$ cat src/rtl/rtc_bus_ctrl_if.sv
// rtc_bus_ctrl_if: request side and RTC bus side signals of the RTC bus sequencer
interface rtc_bus_ctrl_if;
    logic       wr_req;
    logic [7:0] wr_addr;
    logic [7:0] wr_data;
    logic       sweep_req;
    logic       busy;
    logic       wr_done;
    logic [3:0] reg_select;
    logic       LL_signal;
    logic       rtc_cs_n;
    logic       rtc_a_d;
    logic       rtc_rd_n;
    logic       rtc_wr_n;
    logic       rtc_oe;
    logic [7:0] rtc_ad_out;

    modport master (
        output wr_req, wr_addr, wr_data, sweep_req,
        input  busy, wr_done, reg_select, LL_signal,
        input  rtc_cs_n, rtc_a_d, rtc_rd_n, rtc_wr_n, rtc_oe, rtc_ad_out
    );

    modport slave (
        input  wr_req, wr_addr, wr_data, sweep_req,
        output busy, wr_done, reg_select, LL_signal,
        output rtc_cs_n, rtc_a_d, rtc_rd_n, rtc_wr_n, rtc_oe, rtc_ad_out
    );
endinterface

$ cat src/rtl/rtc_bus_ctrl.sv
// rtc_bus_ctrl: sequences periodic RTC register read sweeps and interleaved writes on a multiplexed A/D bus
module rtc_bus_ctrl #(
    parameter int T_PHASE     = 4,
    parameter int REFRESH_DIV = 1000000
) (
    input  logic          clk,
    input  logic          reset,
    rtc_bus_ctrl_if.slave bus
);
    localparam int CW = (T_PHASE > 1) ? $clog2(T_PHASE) : 1;
    localparam int RW = $clog2(REFRESH_DIV);
    localparam logic [CW-1:0] CNT_LOAD = CW'(T_PHASE - 1);
    localparam logic [RW-1:0] REF_LAST = RW'(REFRESH_DIV - 1);

    typedef enum logic [2:0] {IDLE, A_SET, A_STB, A_HLD, D_SET, D_STB, D_HLD} state_e;

    state_e        state_q, state_d;
    logic [CW-1:0] cnt_q, cnt_d;
    logic [RW-1:0] ref_q, ref_d;
    logic [3:0]    idx_q, idx_d;
    logic [7:0]    addr_q, addr_d;
    logic [7:0]    data_q, data_d;
    logic          wr_q, wr_d;
    logic          sweep_q, sweep_d;
    logic          pend_q, pend_d;
    logic          done_q, done_d;
    logic          busy_q, ll_q, cs_n_q, a_d_q, rd_n_q, wr_n_q, oe_q;
    logic [3:0]    sel_q;
    logic [7:0]    ad_q;
    logic          data_ph_d, oe_d;
    logic [7:0]    sweep_addr;

    // idx 0..5 map to 21..26, idx 6..8 to 41..43
    assign sweep_addr = (idx_q < 4'd6) ? 8'h21 + {4'h0, idx_q} : 8'h3B + {4'h0, idx_q};

    always_comb begin
        state_d = state_q;
        cnt_d   = cnt_q;
        idx_d   = idx_q;
        addr_d  = addr_q;
        data_d  = data_q;
        wr_d    = wr_q;
        sweep_d = sweep_q;
        pend_d  = pend_q;
        done_d  = 1'b0;
        ref_d   = (ref_q == REF_LAST) ? '0 : ref_q + 1'b1;
        if (state_q == IDLE) begin
            // a request still high in the wr_done cycle belongs to the finished write
            if (bus.wr_req && !done_q) begin
                state_d = A_SET;
                cnt_d   = CNT_LOAD;
                wr_d    = 1'b1;
                addr_d  = bus.wr_addr;
                data_d  = bus.wr_data;
            end else if (sweep_q) begin
                state_d = A_SET;
                cnt_d   = CNT_LOAD;
                wr_d    = 1'b0;
                addr_d  = sweep_addr;
            end else if (pend_q) begin
                state_d = A_SET;
                cnt_d   = CNT_LOAD;
                wr_d    = 1'b0;
                addr_d  = 8'h21;
                idx_d   = 4'd0;
                sweep_d = 1'b1;
                pend_d  = 1'b0;
            end
        end else if (cnt_q != '0) begin
            cnt_d = cnt_q - 1'b1;
        end else begin
            cnt_d   = CNT_LOAD;
            state_d = (state_q == D_HLD) ? IDLE : state_e'(state_q + 3'd1);
            if (state_q == D_HLD) begin
                done_d = wr_q;
                if (!wr_q) begin
                    idx_d   = idx_q + 4'd1;
                    sweep_d = idx_q != 4'd8;
                end
            end
        end
        if (ref_q == REF_LAST || bus.sweep_req) pend_d = 1'b1;
        data_ph_d = state_d >= D_SET;
        oe_d      = state_d != IDLE && (!data_ph_d || wr_d);
    end

    always_ff @(posedge clk) begin
        if (reset) begin
            state_q <= IDLE;
            cnt_q   <= '0;
            ref_q   <= '0;
            idx_q   <= 4'd0;
            addr_q  <= 8'h00;
            data_q  <= 8'h00;
            wr_q    <= 1'b0;
            sweep_q <= 1'b0;
            pend_q  <= 1'b1;
            done_q  <= 1'b0;
            busy_q  <= 1'b0;
            ll_q    <= 1'b0;
            cs_n_q  <= 1'b1;
            a_d_q   <= 1'b0;
            rd_n_q  <= 1'b1;
            wr_n_q  <= 1'b1;
            oe_q    <= 1'b0;
            sel_q   <= 4'hF;
            ad_q    <= 8'h00;
        end else begin
            state_q <= state_d;
            cnt_q   <= cnt_d;
            ref_q   <= ref_d;
            idx_q   <= idx_d;
            addr_q  <= addr_d;
            data_q  <= data_d;
            wr_q    <= wr_d;
            sweep_q <= sweep_d;
            pend_q  <= pend_d;
            done_q  <= done_d;
            busy_q  <= state_d != IDLE;
            ll_q    <= !wr_d && state_d == D_STB && cnt_d == '0;
            cs_n_q  <= state_d == IDLE;
            a_d_q   <= data_ph_d;
            rd_n_q  <= !(!wr_d && state_d == D_STB);
            wr_n_q  <= !(state_d == A_STB || (wr_d && state_d == D_STB));
            oe_q    <= oe_d;
            sel_q   <= (state_d != IDLE && !wr_d) ? idx_d : 4'hF;
            ad_q    <= !oe_d ? 8'h00 : data_ph_d ? data_d : addr_d;
        end
    end

    assign bus.busy       = busy_q;
    assign bus.wr_done    = done_q;
    assign bus.reg_select = sel_q;
    assign bus.LL_signal  = ll_q;
    assign bus.rtc_cs_n   = cs_n_q;
    assign bus.rtc_a_d    = a_d_q;
    assign bus.rtc_rd_n   = rd_n_q;
    assign bus.rtc_wr_n   = wr_n_q;
    assign bus.rtc_oe     = oe_q;
    assign bus.rtc_ad_out = ad_q;
endmodule

$ cat src/flat_wrapper.sv
// flat-port wrapper written by rule: the top's interface ports become plain ports
module rtc_bus_ctrl_flat 
#(
    parameter int T_PHASE     = 4,
    parameter int REFRESH_DIV = 1000000
)
  (clk, reset, bus_wr_req, bus_wr_addr, bus_wr_data, bus_sweep_req, bus_busy, bus_wr_done, bus_reg_select, bus_LL_signal, bus_rtc_cs_n, bus_rtc_a_d, bus_rtc_rd_n, bus_rtc_wr_n, bus_rtc_oe, bus_rtc_ad_out);
  rtc_bus_ctrl_if bus_i ();
  input  logic clk;
  input  logic reset;
  input wire logic [$bits(bus_i.wr_req)-1:0] bus_wr_req;
  input wire logic [$bits(bus_i.wr_addr)-1:0] bus_wr_addr;
  input wire logic [$bits(bus_i.wr_data)-1:0] bus_wr_data;
  input wire logic [$bits(bus_i.sweep_req)-1:0] bus_sweep_req;
  output wire logic [$bits(bus_i.busy)-1:0] bus_busy;
  output wire logic [$bits(bus_i.wr_done)-1:0] bus_wr_done;
  output wire logic [$bits(bus_i.reg_select)-1:0] bus_reg_select;
  output wire logic [$bits(bus_i.LL_signal)-1:0] bus_LL_signal;
  output wire logic [$bits(bus_i.rtc_cs_n)-1:0] bus_rtc_cs_n;
  output wire logic [$bits(bus_i.rtc_a_d)-1:0] bus_rtc_a_d;
  output wire logic [$bits(bus_i.rtc_rd_n)-1:0] bus_rtc_rd_n;
  output wire logic [$bits(bus_i.rtc_wr_n)-1:0] bus_rtc_wr_n;
  output wire logic [$bits(bus_i.rtc_oe)-1:0] bus_rtc_oe;
  output wire logic [$bits(bus_i.rtc_ad_out)-1:0] bus_rtc_ad_out;
  assign bus_i.wr_req = bus_wr_req;
  assign bus_i.wr_addr = bus_wr_addr;
  assign bus_i.wr_data = bus_wr_data;
  assign bus_i.sweep_req = bus_sweep_req;
  assign bus_busy = bus_i.busy;
  assign bus_wr_done = bus_i.wr_done;
  assign bus_reg_select = bus_i.reg_select;
  assign bus_LL_signal = bus_i.LL_signal;
  assign bus_rtc_cs_n = bus_i.rtc_cs_n;
  assign bus_rtc_a_d = bus_i.rtc_a_d;
  assign bus_rtc_rd_n = bus_i.rtc_rd_n;
  assign bus_rtc_wr_n = bus_i.rtc_wr_n;
  assign bus_rtc_oe = bus_i.rtc_oe;
  assign bus_rtc_ad_out = bus_i.rtc_ad_out;
  rtc_bus_ctrl #(.T_PHASE(T_PHASE), .REFRESH_DIV(REFRESH_DIV)) u_core (.clk(clk), .reset(reset), .bus(bus_i));
endmodule
$ cat config.mk
export PLATFORM = sky130hd
export DESIGN_NAME = rtc_bus_ctrl_flat
export DESIGN_NICKNAME = d
export VERILOG_FILES = /design/src/rtl/rtc_bus_ctrl_if.sv /design/src/rtl/rtc_bus_ctrl.sv /design/src/flat_wrapper.sv
export SDC_FILE = /design/constraint.sdc
export NUM_CORES = 1
export LEC_CHECK = 0
export BUFFER_PORTS_ARGS = -buffer_cell sky130_fd_sc_hd__buf_2
export CAP_MARGIN = 5
export CORE_AREA = 5 5 82 84
export DETAILED_ROUTE_END_ITERATION = 12
export DIE_AREA = 0 0 87 89
export PLACE_DENSITY = 0.75
export SYNTH_ARGS = -nofsm -noshare
export SYNTH_HDL_FRONTEND = slang
export SYNTH_SLANG_ARGS = --single-unit
$ cat constraint.sdc
create_clock -name clk -period 2.6 [get_ports clk]
set_clock_uncertainty 0.15 [all_clocks]
set_input_delay 0.13 -clock clk [delete_from_list [all_inputs] [get_ports clk]]
set_output_delay 0.13 -clock clk [all_outputs]
set_load 0.02 [all_outputs]
* Word level (Yosys, flattened, before mapping) *
Index checks and enable logic that the tools add are counted.

cells by class
  magnitude comparators = 2
  bitwise operators = 5
  $add $sub $neg = 6
  multiplexer cells = 37
  reduce and logical (&&, ||, !) cells = 27
  eq/ne operators = 8

operator list
  kind                   count
  $mux 8                 8
  $mux 4                 7
  $add 20x1->20 const B  1
  $eq 20x20->1 const B   1
  $mux 3                 6
  $add 6x4->7 const A    2
  $mux 1                 11
  $mux 2                 5
  $reduce_or 2->1        4
  $eq 3x3->1 const B     2
  $logic_and 1x1->1      6
  $logic_not 3->1        2
  $logic_not 1->1        5
  $not 1->1              5
  $add 4x1->4 const B    1
  $lt 4x3->1 const B     1
  $ne 2x2->1 const B     2
  $ne 4x4->1 const B     1
  $reduce_and 4->1       1
  $reduce_bool 2->1      2
  $reduce_or 4->1        1
  $add 3x1->3 const B    1
  $eq 3x2->1 const B     1
  $ge 3x3->1 const B     1
  other kinds (6)        8

storage, ports and cells
  bits in registers = 68
  word-level logic and storage cells = 104
  input port bits = 20
  output and inout port bits = 20

* Logic depth before layout (Yosys ltp) *
Gate-level depths: netlist of the first run.

  word-level depth = 10
  depth in mapped cells = 8

* Least setup slack after synthesis of the first run *
Ideal clock, no wire load.

  path kind = register to register
  start point = register u_core.state_q[2]
  end point = register u_core.ad_q[6], in the netlist u_core.bus.rtc_ad_out[6]
  clock period less this slack = 1.881 ns
  required time = 2.312 ns
  cell stages (with the launch flop) = 8
  arrival = 1.593 ns
  setup slack = 0.719 ns
  path buffers = 3
  cell sequence = dfxtp_1 buf_6 or3_1 buf_6 a21o_1 buf_6 a222oi_1 o22ai_1

between the ends
  longest elaborated chain between the ends = 10
  elaborated cells between the ends (all ways) = 20

RTL lines
  element                              line                                    text
  start: declaration                   rtc_bus_ctrl.sv:17                      state_e state_q, state_d;
  start signal: assignment             rtc_bus_ctrl.sv:109                     state_q <= state_d;
  $add 3x1->3 (tied with other cells)  rtc_bus_ctrl.sv:73                      state_d = (state_q == D_HLD) ? IDLE : state_e'(state_q + 3'd1);
  $mux 3, on equally long branches     rtc_bus_ctrl.sv:73, rtc_bus_ctrl.sv:55
  $mux 3, on equally long branches     rtc_bus_ctrl.sv:69, rtc_bus_ctrl.sv:49
  $mux 3                               rtc_bus_ctrl.sv:47                      if (state_q == IDLE) begin
  $ge 3x3->1                           rtc_bus_ctrl.sv:83                      data_ph_d = state_d >= D_SET;
  $logic_not 1->1                      rtc_bus_ctrl.sv:84                      oe_d = state_d != IDLE && (!data_ph_d || wr_d);
  $logic_or 1x1->1                     rtc_bus_ctrl.sv:84
  $logic_and 1x1->1                    rtc_bus_ctrl.sv:84
  $not 1->1 (no line)                  --
  $reduce_or 2->1 (no line)            --
  end signal: assignment               rtc_bus_ctrl.sv:127                     ad_q <= !oe_d ? 8'h00 : data_ph_d ? data_d : addr_d;
  end: declaration                     rtc_bus_ctrl.sv:29                      logic [7:0] ad_q;

Parallel ways exist; a longest one is shown, timed or not.
A chain may end at the register's enable or synchronous reset.

* Worst setup path in the final report of the first run *
Ends and elaborated chain as after synthesis.

==> results.rst, run 1 <==
.. list-table::
   :header-rows: 1

   * - Metric
     - Value
   * - PortBufs
     - 39
   * - Standard-cell rows
     - 28
   * - RSZ-0062 raised after global routing
     - no
   * - Net count of the finished layout
     - 394
   * - Total power divided by cell area
     - between 700 and 800 nW/µm²
   * - DR vias/cell
     - 5.314
   * - Time the final worst path needs with I/O delays and setup
     - 2.239 ns
   * - Number of DRC markers in iteration 0
     - between 100 and 150
   * - Hold Fails Final Rpt
     - 0
   * - Area of the die
     - between 7000 and 8000 µm²
   * - TritonCTS clock tree
     - built
   * - Cell area after technology mapping
     - 2880 µm²
   * - Data required time of the critical path
     - 2.65 ns
   * - Antenna Violating Nets Remaining
     - 0
   * - Setup-violating endpoint count in the final report
     - 0
   * - Outcome
     - finished clean
   * - Critical path launch point type
     - register
   * - Worst max-slew margin expressed relative to the limit
     - 66.00%
   * - Synthesized flop and latch total
     - 68
   * - Root Buffer Master
     - sky130_fd_sc_hd__clkbuf_8
   * - Placer's final routability congestion estimate
     - a little over 0.8
   * - Number of detailed-routing iterations run before antenna repair
     - 5
   * - Layout Area Growth over Synthesis
     - 22.02%
   * - Type of element capturing the critical path
     - register
   * - Routed wire per std cell
     - 13.94 µm
   * - Peak supply drop
     - 0.4317 mV
   * - Post-layout power
     - 2.583 mW
   * - Max cap viols
     - 0
   * - Total gr overflow
     - 0
   * - Post-Syn Area per Cell
     - 9.144 µm²
   * - Cell count after synthesis
     - approximately 320
   * - Initial antenna violation count
     - 0
   * - Post-Route WL
     - 6.260 mm
   * - First-pass GRT wire length
     - 10.34 mm
   * - Level count of the clock H-tree
     - 3
   * - Number of cells on the worst hold path
     - 4
   * - Fraction of final layout cells sized beyond drive strength 1
     - 17.91%
   * - Number of flops mapped to enable cells by yosys
     - 0
   * - Overall routing resource usage
     - 17.14%
   * - Floorplan Core Area
     - around 5900 µm²
   * - Starting density of the core
     - approximately 50%
   * - Maximum fanout count along the critical path
     - 15
   * - Drc violations
     - 0
   * - Top_reg_cell synth
     - sky130_fd_sc_hd__dfxtp_1
   * - Worst hold-check slack
     - 0.02728 ns
   * - Buffer levels on the longest clock path
     - 2
   * - Type of the setup path with the least slack
     - reg2reg
   * - Async set or reset register ratio after synthesis
     - 0%
   * - Highest attainable clock frequency
     - 0.4466 GHz
   * - Synth Net Count
     - 340
   * - HPWL Detailed
     - 4.297 mm
   * - Static Leak
     - 1.444 nW
   * - Clock-pin slew on the worst setup and hold paths
     - 0.08 ns
   * - Setup total negative slack
     - 0 ns
   * - Number of antenna cells inserted
     - 0
   * - Worst-margin pin slew
     - roughly 0.51 ns
   * - Post-CTS resize count
     - 0
   * - Proportion of synthesized chip area in sequential cells
     - 47.26%
   * - Number of buffers inserted during clock tree synthesis
     - 9
   * - Max Transition Viols Final
     - 0
   * - TritonCTS Sinks
     - just under 70
   * - Arr. time, crit path
     - ~2.3 ns
   * - Warnings from Yosys
     - 0
   * - Die W
     - approximately 87 µm
   * - Largest net degree at the start of global routing
     - 23
   * - Worst-Skew Late Latency
     - 0.34 ns
   * - Die boundary height
     - approximately 90 µm
   * - Number of vias after detailed routing
     - roughly 2,400
   * - Classification of the worst-slack hold path
     - in2reg
   * - Worst Reg-to-Reg Cells
     - 4
   * - Via count of the first global-routing pass
     - 2,239
   * - I/O pin count
     - 40
   * - Count of cell types in the netlist
     - 53
   * - Tcrit/Tclk final
     - 86.13%
[sequential cells by signal, indices dropped and copies added (netlist names)]
signal	cells
u_core.bus.LL_signal	1
u_core.pend_q	1
u_core.bus.rtc_oe	1
u_core.bus.reg_select	4
u_core.bus.rtc_ad_out	8
u_core.bus.rtc_wr_n	1
u_core.bus.wr_done	1
u_core.bus.rtc_rd_n	1
u_core.bus.rtc_a_d	1
u_core.cnt_q	2
u_core.bus.busy	1
u_core.addr_q	8
u_core.wr_q	1
u_core.ref_q	20
u_core.idx_q	4
u_core.data_q	8
u_core.bus.rtc_cs_n	1
u_core.sweep_q	1
u_core.state_q	3
[where the power goes]
part | switching, mW | total (mW) | internal (mW) | leakage [nW]
sequential | 0.0405 | 1.15 | 1.11 | 0.556
clock | 0.397 | 1.06 | 0.663 | 0.122
combinational | 0.222 | 0.371 | 0.148 | 0.765
total | 0.659 | 2.58 | 1.92 | 1.44
[per-layer routing]
metal	vias to the layer above	routed length [µm]	part of all wire [%]	global-route usage, %
met2	49	3061	49	28.43
met3	11	315	5.0	5.161
met5	-	0	0	0
met4	0	88	1.4	6.516
li1	1206	-	-	-
met1	1120	2794	45	21.00
[final timing paths]
| kind | from | endpoint | slack, ns |
|---|---|---|---|
| max | u_core.state_q[2] | u_core.bus.rtc_ad_out[6] | 0.36 |
| min | bus_wr_addr[2] | u_core.addr_q[2] | 0.03 |
| max reg2reg | u_core.state_q[2] | u_core.bus.rtc_ad_out[6] | 0.36 |
| min reg2reg | u_core.ref_q[0] | u_core.ref_q[0] | 0.30 |
[cell usage in the layout (no fill, tap or decap), types with 3 or more instances in the layout]
| cell | instances |
|---|---|
| sky130_fd_sc_hd__a21oi_1 | 15 |
| sky130_fd_sc_hd__a31oi_1 | 3 |
| sky130_fd_sc_hd__and2_1 | 4 |
| sky130_fd_sc_hd__and3_1 | 4 |
| sky130_fd_sc_hd__and4_1 | 4 |
| sky130_fd_sc_hd__buf_2 | 39 |
| sky130_fd_sc_hd__buf_4 | 3 |
| sky130_fd_sc_hd__bufinv_16 | 3 |
| sky130_fd_sc_hd__clkbuf_8 | 10 |
| sky130_fd_sc_hd__dfxtp_1 | 68 |
| sky130_fd_sc_hd__dlygate4sd3_1 | 16 |
| sky130_fd_sc_hd__ha_1 | 5 |
| sky130_fd_sc_hd__inv_1 | 10 |
| sky130_fd_sc_hd__mux2i_1 | 10 |
| sky130_fd_sc_hd__nand2_1 | 26 |
| sky130_fd_sc_hd__nand2b_1 | 4 |
| sky130_fd_sc_hd__nand3_1 | 11 |
| sky130_fd_sc_hd__nand4_1 | 5 |
| sky130_fd_sc_hd__nor2_1 | 48 |
| sky130_fd_sc_hd__nor2b_1 | 5 |
| sky130_fd_sc_hd__nor3_1 | 5 |
| sky130_fd_sc_hd__nor4_1 | 3 |
| sky130_fd_sc_hd__o21ai_0 | 4 |
| sky130_fd_sc_hd__o22ai_1 | 8 |
| sky130_fd_sc_hd__or3_1 | 3 |
| sky130_fd_sc_hd__xnor2_1 | 9 |
| sky130_fd_sc_hd__xor2_1 | 11 |
[cells by family (layout without fill, tap and decap cells)]
kind of cell               count (synthesis)  after routing  synth area share, %
AOI/OAI and AO/OA                         49             49                11.51
DFF                                       68             68                47.26
buffers and inverters                     26             85                4.692
and+or+nand+nor                          137            137                24.80
muxes                                     10             10                3.475
xor gates and xnor gates                  20             20                6.082
adders and majority gates                  5              5                2.172
[synth_stat cells, types with 3 or more instances]
cell | instances | share of area (%)
sky130_fd_sc_hd__and3_1 | 4 | 0.87
sky130_fd_sc_hd__and4_1 | 4 | 1.2
sky130_fd_sc_hd__nand2b_1 | 4 | 0.87
sky130_fd_sc_hd__clkbuf_1 | 7 | 0.91
sky130_fd_sc_hd__nor3_1 | 5 | 0.87
sky130_fd_sc_hd__a31oi_1 | 3 | 0.65
sky130_fd_sc_hd__buf_2 | 3 | 0.52
sky130_fd_sc_hd__o22ai_1 | 8 | 1.7
sky130_fd_sc_hd__nor2_1 | 48 | 6.3
sky130_fd_sc_hd__inv_1 | 10 | 1.3
sky130_fd_sc_hd__and2_1 | 4 | 0.87
sky130_fd_sc_hd__nor4_1 | 3 | 0.65
sky130_fd_sc_hd__or3_1 | 3 | 0.65
sky130_fd_sc_hd__xnor2_1 | 9 | 2.7
sky130_fd_sc_hd__a21oi_1 | 15 | 2.6
sky130_fd_sc_hd__ha_1 | 5 | 2.2
sky130_fd_sc_hd__nand2_1 | 26 | 3.4
sky130_fd_sc_hd__mux2i_1 | 10 | 3.5
sky130_fd_sc_hd__nand3_1 | 11 | 1.9
sky130_fd_sc_hd__nor2b_1 | 5 | 1.1
sky130_fd_sc_hd__buf_6 | 4 | 1.6
sky130_fd_sc_hd__dfxtp_1 | 68 | 47
sky130_fd_sc_hd__nand4_1 | 5 | 1.1
sky130_fd_sc_hd__o21ai_0 | 4 | 0.70
sky130_fd_sc_hd__xor2_1 | 11 | 3.3
[metrics by stage]
step                      instance area, µm²  worst slack [ns]  utilization, %  cells
after floorplan                         2880            0.7193               -    315
after global placement                  3105            0.5341           53.08    417
after detailed placement                3105            0.4746           53.08    417
after CTS                               3515            0.4416           60.07    449
after global routing                    3515            0.2911           60.07    449
final                                   3515            0.3606           60.07    449
[what timing repair did]
| action | CTS | global route |
|---|---|---|
| hold buffers | 16 | 0 |
| endpoints found under the hold margin | 23 | 0 |
| buffers inserted | 0 | 0 |
[area by class of cell]
cell class / count / area, µm²
fillers: 511 / 2336
multi-input cells: 221 / 1391
flip-flops and latches: 68 / 1361
repair buffers: 58 / 377.9
clock buffers: 10 / 137.6
clock inverters: 6 / 111.4
well taps: 75 / 93.84
inverters: 11 / 41.29
[critical path, stage by stage (launching register included)]
cell,delay [ns]
sky130_fd_sc_hd__dfxtp_1,0.40
sky130_fd_sc_hd__or3_1,0.58
sky130_fd_sc_hd__nor2_4,0.47
sky130_fd_sc_hd__mux2i_1,0.36
sky130_fd_sc_hd__o22ai_1,0.13
No activity file was read; power rests on OpenSTA's default activity.
==> run 2, diff against run 1 <==
--- a/config.mk
+++ b/config.mk
@@ -9,6 +9,9 @@
 export CAP_MARGIN = 5
-export CORE_AREA = 5 5 82 84
+export CELL_PAD_IN_SITES_DETAIL_PLACEMENT = 1
+export CELL_PAD_IN_SITES_GLOBAL_PLACEMENT = 1
+export CORE_AREA = 5 5 87 89
+export CTS_BUF_LIST = sky130_fd_sc_hd__clkbuf_2
 export DETAILED_ROUTE_END_ITERATION = 12
-export DIE_AREA = 0 0 87 89
-export PLACE_DENSITY = 0.75
+export DIE_AREA = 0 0 92 94
+export PLACE_DENSITY = 0.84
 export SYNTH_ARGS = -nofsm -noshare
==> constraint.sdc (replaced) <==
create_clock -name clk -period 2.6 [get_ports clk]
set_clock_uncertainty 0.15 [all_clocks]
set_input_delay 0.78 -clock clk [delete_from_list [all_inputs] [get_ports clk]]
set_output_delay 0.78 -clock clk [all_outputs]
set_load 0.02 [all_outputs]
==> run 2 against run 1 <==
  * Clock-buffer cell count down 1
  * First-iteration DRC count up 25%
  * Sequential cell count unchanged
==> results.rst, run 2 (synthesis gave the netlist of run 1 again) <==
.. list-table::
   :header-rows: 1

   * - Metric
     - Value
   * - Setup total negative slack
     - 0 ns
   * - RSZ-0062 raised after global routing
     - no
   * - Layout Area Growth over Synthesis
     - 13.86%
   * - Max FFs per register
     - 20
   * - Worst-Skew Late Latency
     - about 0.5 ns
   * - Final standard cell count with taps included and fillers excluded
     - around 440
   * - Time the final worst path needs with I/O delays and setup
     - ~2.3 ns
   * - Cell count after placement
     - 423
   * - Reg2reg start
     - u_core.state_q[2]
   * - Floorplan Core Area
     - 6681 µm²
   * - Buffers inserted during post-CTS setup optimization
     - 0
   * - Max cap viols
     - 0
   * - Maximum fanout count along the critical path
     - 10
   * - Data required time of the critical path
     - 2.84 ns
   * - Starting density of the core
     - 43.11%
   * - Clock-pin slew on the worst setup and hold paths
     - 0.19 ns
   * - Largest Register
     - u_core.ref_q
   * - Initial antenna violation count
     - 1
   * - Buffer levels on the longest clock path
     - 2
   * - HPWL Detailed
     - 5.105 mm
   * - Placer's final routability congestion estimate
     - 0.8178
   * - Die W
     - 92 µm
   * - First-pass GRT wire length
     - 11.73 mm
   * - Level count of the clock H-tree
     - 3
   * - Setup-violating endpoint count in the final report
     - 0
   * - Static Leak
     - 1.350 nW
   * - Drc violations
     - 0
   * - Max Transition Viols Final
     - 0
   * - Net count of the finished layout
     - 379
   * - Beginning of the worst hold path
     - u_core.ref_q[0]
   * - Post-layout power
     - ~2.3 mW
   * - Area of the die
     - 8648 µm²
   * - I/O pin count
     - 40
   * - PortBufs
     - 39
   * - Largest net degree at the start of global routing
     - 23
   * - Arr. time, crit path
     - 2.56 ns
   * - Outcome
     - finished clean
   * - Total power divided by cell area
     - 708.3 nW/µm²
   * - Number of buffers inserted during clock tree synthesis
     - 9
   * - Post-CTS resize count
     - 0
   * - TritonCTS clock tree
     - built
   * - Number of DRC markers in iteration 0
     - 131
   * - Post-route cell area
     - 3279 µm²
   * - Die boundary height
     - approximately 94 µm
   * - Antenna Violating Nets Remaining
     - 0
   * - Number of detailed-routing iterations run before antenna repair
     - 6
   * - Most common cell after layout, fill and taps aside
     - sky130_fd_sc_hd__dfxtp_1
   * - Hold Fails Final Rpt
     - 0
   * - Beginning of the critical path
     - u_core.state_q[2]
   * - TritonCTS Sinks
     - 68
   * - Overall routing resource usage
     - 17.16%
   * - Number of antenna cells inserted
     - 0
   * - Routed wire per std cell
     - 16.32 µm
   * - Via count of the first global-routing pass
     - 2,515
   * - Critical path launch point type
     - register
   * - Type of element capturing the critical path
     - register
   * - Worst hold-check slack
     - 0.3065 ns
   * - Post-Route WL
     - 7.164 mm
   * - Most frequent cells in the layout
     - sky130_fd_sc_hd__dfxtp_1, sky130_fd_sc_hd__nor2_1, sky130_fd_sc_hd__buf_2
   * - Classification of the worst-slack hold path
     - reg2reg
   * - Number of buffers inserted for hold repair after clock tree synthesis
     - 0
   * - Root Buffer Master
     - sky130_fd_sc_hd__clkbuf_2
   * - Tcrit/Tclk final
     - approximately nine tenths
   * - Total gr overflow
     - 0
   * - Standard-cell rows
     - 30
   * - Peak supply drop
     - roughly 0.44 mV
   * - Dpl cell area
     - roughly 3100 µm²
   * - Worst-margin pin slew
     - a little over 0.5 ns
   * - DR vias/cell
     - between 5 and 6
   * - Type of the setup path with the least slack
     - reg2reg
   * - Fraction of final layout cells sized beyond drive strength 1
     - 18.66%
   * - Highest attainable clock frequency
     - about 0.43 GHz
   * - Number of vias after detailed routing
     - roughly 2,400
   * - Worst max-slew margin expressed relative to the limit
     - 66.33%
run 2: cell types whose count changed in the layout (fill, tap and decap cells not counted):
cell                            before  now
sky130_fd_sc_hd__dlygate4sd3_1      16    0
sky130_fd_sc_hd__clkbuf_8           10    0
sky130_fd_sc_hd__clkbuf_2            0    9
sky130_fd_sc_hd__buf_4               3    4
sky130_fd_sc_hd__clkinv_1            0    1
run 2: routing by layer:
| layer | vias up | track usage (%) | share of wire (%) |
|---|---|---|---|
| met5 | - | 0 | 0.15 |
| li1 | 1169 | - | - |
| met3 | 17 | 5.128 | 3.6 |
| met1 | 1173 | 17.80 | 40 |
| met4 | 2 | 6.312 | 1.7 |
| met2 | 39 | 32.48 | 54 |
run 2: worst paths after layout:
| kind | endpoint | slack [ns] | cells past startpoint |
|---|---|---|---|
| setup reg to reg | u_core.bus.rtc_ad_out[6] | 0.27 | 4 |
| hold / removal | u_core.ref_q[0] | 0.31 | 1 |
| setup / recovery | u_core.bus.rtc_ad_out[6] | 0.27 | 4 |
| hold reg to reg | u_core.ref_q[0] | 0.31 | 1 |
run 2: final cells by class:
cell class | instances | area (µm²)
Clock buffer | 9 | 45.04
Clock inverter | 7 | 115.1
Fill cell | 811 | 3402
Inverter | 11 | 41.29
Multi-Input combinational cell | 221 | 1391
Sequential cell | 68 | 1361
Tap cell | 80 | 100.1
Timing Repair Buffer | 43 | 225.2
run 2: critical path: stages, from the launching register on:
cell	delay (ns)
sky130_fd_sc_hd__dfxtp_1	0.45
sky130_fd_sc_hd__or3_1	0.62
sky130_fd_sc_hd__a21o_1	0.38
sky130_fd_sc_hd__a222oi_1	0.45
sky130_fd_sc_hd__o22ai_1	0.16
run 2: power breakdown:
part	leakage, nW	internal [mW]	switching (mW)
sequential	0.556	1.11	0.0390
clock	0.0895	0.411	0.392
combinational	0.704	0.135	0.232
run 2: per-stage QoR:
stage / utilization (%) / setup WS (ns)
2_1_floorplan: - / 0.6952
3_3_place_gp: 46.69 / 0.3979
5_1_grt: 49.08 / 0.1711
6_report: 49.08 / 0.2748
3_5_place_dp: 46.69 / 0.3372
4_1_cts: 49.08 / 0.2705
==> run 3, diff against run 2 <==
Settings changed: ABC_AREA set to 1, CELL_PAD_IN_SITES_DETAIL_PLACEMENT 1 to 0, CORE_AREA 5 5 87 89 to 5 5 92 94, DIE_AREA 0 0 92 94 to 0 0 97 99, HOLD_SLACK_MARGIN set to 0.05.
==> run 3 against run 2 <==
  * Clock-buffer cell count did not move
  * Synthesized cell count is 40% higher
  * Combinational power increased by 30%
  * Fmax increased by 14%
  * Sequential share of layout area down 3.4 points
  * Critical endpoint is now u_core.bus.reg_select[2]
  * Largest power group unchanged
  * Highest routed layer is now met4
==> results.rst, run 3 <==
.. list-table::
   :header-rows: 1

   * - Metric
     - Value
   * - Portion of total power attributed to sequential cells
     - 48.0%
   * - Static Leak
     - between 1.5 and 2 nW
   * - Clock Power Share
     - between 30 and 40%
   * - Clock-pin slew on the worst setup and hold paths
     - approximately 0.20 ns
   * - Post-route cell area
     - 3575 µm²
   * - Highest attainable clock frequency
     - around 0.49 GHz
   * - Fraction of final layout cells sized beyond drive strength 1
     - 15.48%
   * - HPWL Detailed
     - 5.652 mm
   * - Peak supply drop
     - 0.3680 mV
   * - TritonCTS Sinks
     - 68
   * - Via count of the first global-routing pass
     - 2,848
   * - Total power divided by cell area
     - 688.5 nW/µm²
   * - Post-CTS resize count
     - 0
   * - Setup total negative slack
     - 0 ns
   * - Tcrit/Tclk final
     - 78.29%
   * - Arr. time, crit path
     - 2.26 ns
   * - Number of DRC markers in iteration 0
     - 92
   * - Overall routing resource usage
     - ~16%
   * - Area fraction of the dominant cell type after synthesis
     - between 40% and 50%
   * - Switching component of the power
     - between 700 and 800 µW
   * - DR vias/cell
     - 4.811
   * - Data required time of the critical path
     - 2.83 ns
   * - Standard-cell rows
     - 32
   * - Dpl cell area
     - 3415 µm²
   * - Drc violations
     - 0
   * - Synthesized flop and latch total
     - 68
   * - Worst reg2reg endpoint
     - u_core.bus.reg_select[2]
   * - Reg2reg start
     - u_core.cnt_q[0]
   * - Worst max-slew margin expressed relative to the limit
     - 66.33%
   * - Detailed route wirelength on metal3
     - 221 µm
   * - Longest individual stage delay on the worst path
     - about 0.39 ns
   * - Slack of the worst reg-to-reg path
     - ~0.56 ns
   * - Area contributors post-synth
     - sky130_fd_sc_hd__dfxtp_1, sky130_fd_sc_hd__nand2_1, sky130_fd_sc_hd__nor2_1, sky130_fd_sc_hd__nand3_1, sky130_fd_sc_hd__inv_1
   * - Uppermost routed layer
     - met4
   * - Level count of the clock H-tree
     - 3
   * - Number of stages on the worst setup path
     - 10
   * - Number of antenna cells inserted
     - 0
   * - First-pass GRT wire length
     - 12.60 mm
   * - Cell area after technology mapping
     - 3108 µm²
   * - Post-Syn Area per Cell
     - about 7.0 µm²
   * - Most common cell after layout, fill and taps aside
     - sky130_fd_sc_hd__nand2_1
   * - Buffers inserted during post-CTS setup optimization
     - 0
   * - Antenna Violating Nets Remaining
     - 0
   * - Warnings from Yosys
     - 0
   * - Largest net degree at the start of global routing
     - 28
   * - Setup-violating endpoint count in the final report
     - 0
   * - Placer's final routability congestion estimate
     - 0.8568
   * - Critical path destination
     - u_core.bus.reg_select[2]
   * - Total gr overflow
     - 0
   * - Final standard cell count with taps included and fillers excluded
     - 593
   * - Met2 wire length
     - 3.794 mm
   * - Post-Route WL
     - 7.493 mm
   * - Max Transition Viols Final
     - 0
   * - Count of buffer and inverter cells on the critical path
     - 1
   * - Number of buffers inserted for hold repair after clock tree synthesis
     - 0
   * - Most frequent cells in the layout
     - sky130_fd_sc_hd__nand2_1, sky130_fd_sc_hd__nor2_1, sky130_fd_sc_hd__dfxtp_1
   * - Starting density of the core
     - 41.07%
   * - Buffer levels on the longest clock path
     - 2
   * - Area of the die
     - 9603 µm²
   * - CP cell instances
     - inv_1 > ha_1 > nand2_1 > nand2_1 > nand2_1 > nor2_1 > nand2_2 > nand2_2 > nor2_2 > nand2_1
   * - Most frequently used cell type in the post-synthesis netlist
     - sky130_fd_sc_hd__nand2_1
   * - Beginning of the worst hold path
     - u_core.data_q[4]
   * - Root Buffer Master
     - sky130_fd_sc_hd__clkbuf_2
   * - Cell count after synthesis
     - 441
   * - Number of buffers inserted during clock tree synthesis
     - 9
   * - Routed wire per std cell
     - 12.64 µm
   * - Hold Fails Final Rpt
     - 0
   * - Number of detailed-routing iterations run before antenna repair
     - 4
   * - Max FFs per register
     - 20
   * - Count of cell types in the netlist
     - 35
   * - Beginning of the critical path
     - u_core.cnt_q[0]
   * - Cell type with the highest aggregate area in the netlist
     - sky130_fd_sc_hd__dfxtp_1
   * - TritonCTS clock tree
     - built
   * - Net Sw Frac
     - 30.67%
   * - Net count of the finished layout
     - between 500 and 600
   * - RSZ-0062 raised after global routing
     - no
   * - Time the final worst path needs with I/O delays and setup
     - 2.036 ns
   * - Cell count after placement
     - between 500 and 600
   * - Number of vias after detailed routing
     - 2,853
   * - Type of element capturing the critical path
     - register
   * - Worst-Skew Late Latency
     - 0.48 ns
   * - Met1 wire length
     - between 3 and 4 mm
   * - I/O pin count
     - 40
   * - Number of fill cells
     - 800
   * - Core utilization of the finished layout
     - 47.24%
   * - Maximum fanout count along the critical path
     - 14
   * - Proportion of synthesized chip area in sequential cells
     - 43.80%
   * - Initial antenna violation count
     - 0
   * - PortBufs
     - 39
   * - Worst-margin pin slew
     - 0.5038 ns
   * - Critical path launch point type
     - register
   * - Die W
     - around 97 µm
   * - Classification of the worst-slack hold path
     - reg2reg
   * - Most used cell, CP
     - sky130_fd_sc_hd__nand2_1
   * - Number of flops mapped to enable cells by yosys
     - 0
   * - Post-synth top cells
     - sky130_fd_sc_hd__nand2_1, sky130_fd_sc_hd__nor2_1, sky130_fd_sc_hd__dfxtp_1, sky130_fd_sc_hd__inv_1, sky130_fd_sc_hd__nand3_1
   * - Outcome
     - finished clean
   * - Top_reg_cell synth
     - sky130_fd_sc_hd__dfxtp_1
   * - Largest Register
     - u_core.ref_q
   * - Async set or reset register ratio after synthesis
     - 0%
   * - Combinational share of power
     - around a fifth
   * - Type of the setup path with the least slack
     - reg2reg
   * - Synth Net Count
     - 466
   * - Category of cells accounting for the largest share of critical-path delay
     - simple AND/OR/NAND/NOR gates
   * - Die boundary height
     - 99 µm
   * - Floorplan Core Area
     - 7567 µm²
   * - Worst Reg-to-Reg Cells
     - 10
   * - Internal portion of total power
     - 1.706 mW
   * - Max cap viols
     - 0
   * - Layout Area Growth over Synthesis
     - 15.02%
   * - Critical-path top delay cell
     - sky130_fd_sc_hd__nand2_1
-- run 3: area by class of cell --
| class | instances | area [µm²] | area share [%] |
|---|---|---|---|
| Timing Repair Buffer | 42 | 217.7 | 6.090 |
| Multi-Input combinational cell | 321 | 1543 | 43.16 |
| Inverter | 44 | 165.2 | 4.620 |
| Tap cell | 102 | 127.6 | 3.570 |
| Clock buffer | 9 | 45.04 | 1.260 |
| Sequential cell | 68 | 1361 | 38.08 |
| Clock inverter | 7 | 115.1 | 3.220 |
-- run 3: power by group through the flow --
stage	Clock, mW	Combinational (mW)	Sequential (mW)
2_1_floorplan	0	0.291	1.25
3_3_place_gp	0	0.478	1.20
3_5_place_dp	0	0.482	1.20
4_1_cts	0.823	0.484	1.18
5_1_grt	0.868	0.542	1.19
6_report	0.803	0.477	1.18
-- run 3: routing by layer --
metal	vias to the layer above	global-route usage, %
met5	-	0
li1	1518	-
met1	1288	18.68
met2	38	29.46
met4	0	6.479
met3	9	3.680
-- run 3: cells by family after synthesis --
group	synth area share (%)
AND/OR/NAND/NOR	36.92
flip-flops	43.80
buffers and inverters	6.562
AO/OA/AOI/OAI	8.736
XOR/XNOR	1.973
adder cells (fa/ha/maj)	2.013
-- run 3: metrics by stage --
step	worst slack (ns)	hold slack, ns	power [mW]
global placement	0.4726	0.3100	1.682
CTS	0.5383	0.2994	2.489
detailed placement	0.4245	0.3158	1.686
global route	0.2452	0.2650	2.604
finish	0.5643	0.3389	2.461
floorplan	0.6868	0.2914	1.543
-- run 3: how the worst min path moves through the flow --
stage | to | slack [ns] | cells after the start
finish | u_core.data_q[4] | 0.34 | 2
CTS | u_core.pend_q | 0.30 | 3
detailed placement | u_core.data_q[4] | 0.32 | 2
floorplan | u_core.ref_q[0] | 0.29 | 1
global placement | u_core.data_q[4] | 0.31 | 2
global route | u_core.pend_q | 0.26 | 3
-- run 3: worst reg2reg max path, cell delays in order, from the launching register on --
cell,delay (ns)
sky130_fd_sc_hd__dfxtp_1,0.36
sky130_fd_sc_hd__inv_1,0.05
sky130_fd_sc_hd__ha_1,0.25
sky130_fd_sc_hd__nand2_1,0.10
sky130_fd_sc_hd__nand2_1,0.05
sky130_fd_sc_hd__nand2_1,0.39
sky130_fd_sc_hd__nor2_1,0.10
sky130_fd_sc_hd__nand2_2,0.13
sky130_fd_sc_hd__nand2_2,0.08
sky130_fd_sc_hd__nor2_2,0.20
sky130_fd_sc_hd__nand2_1,0.08
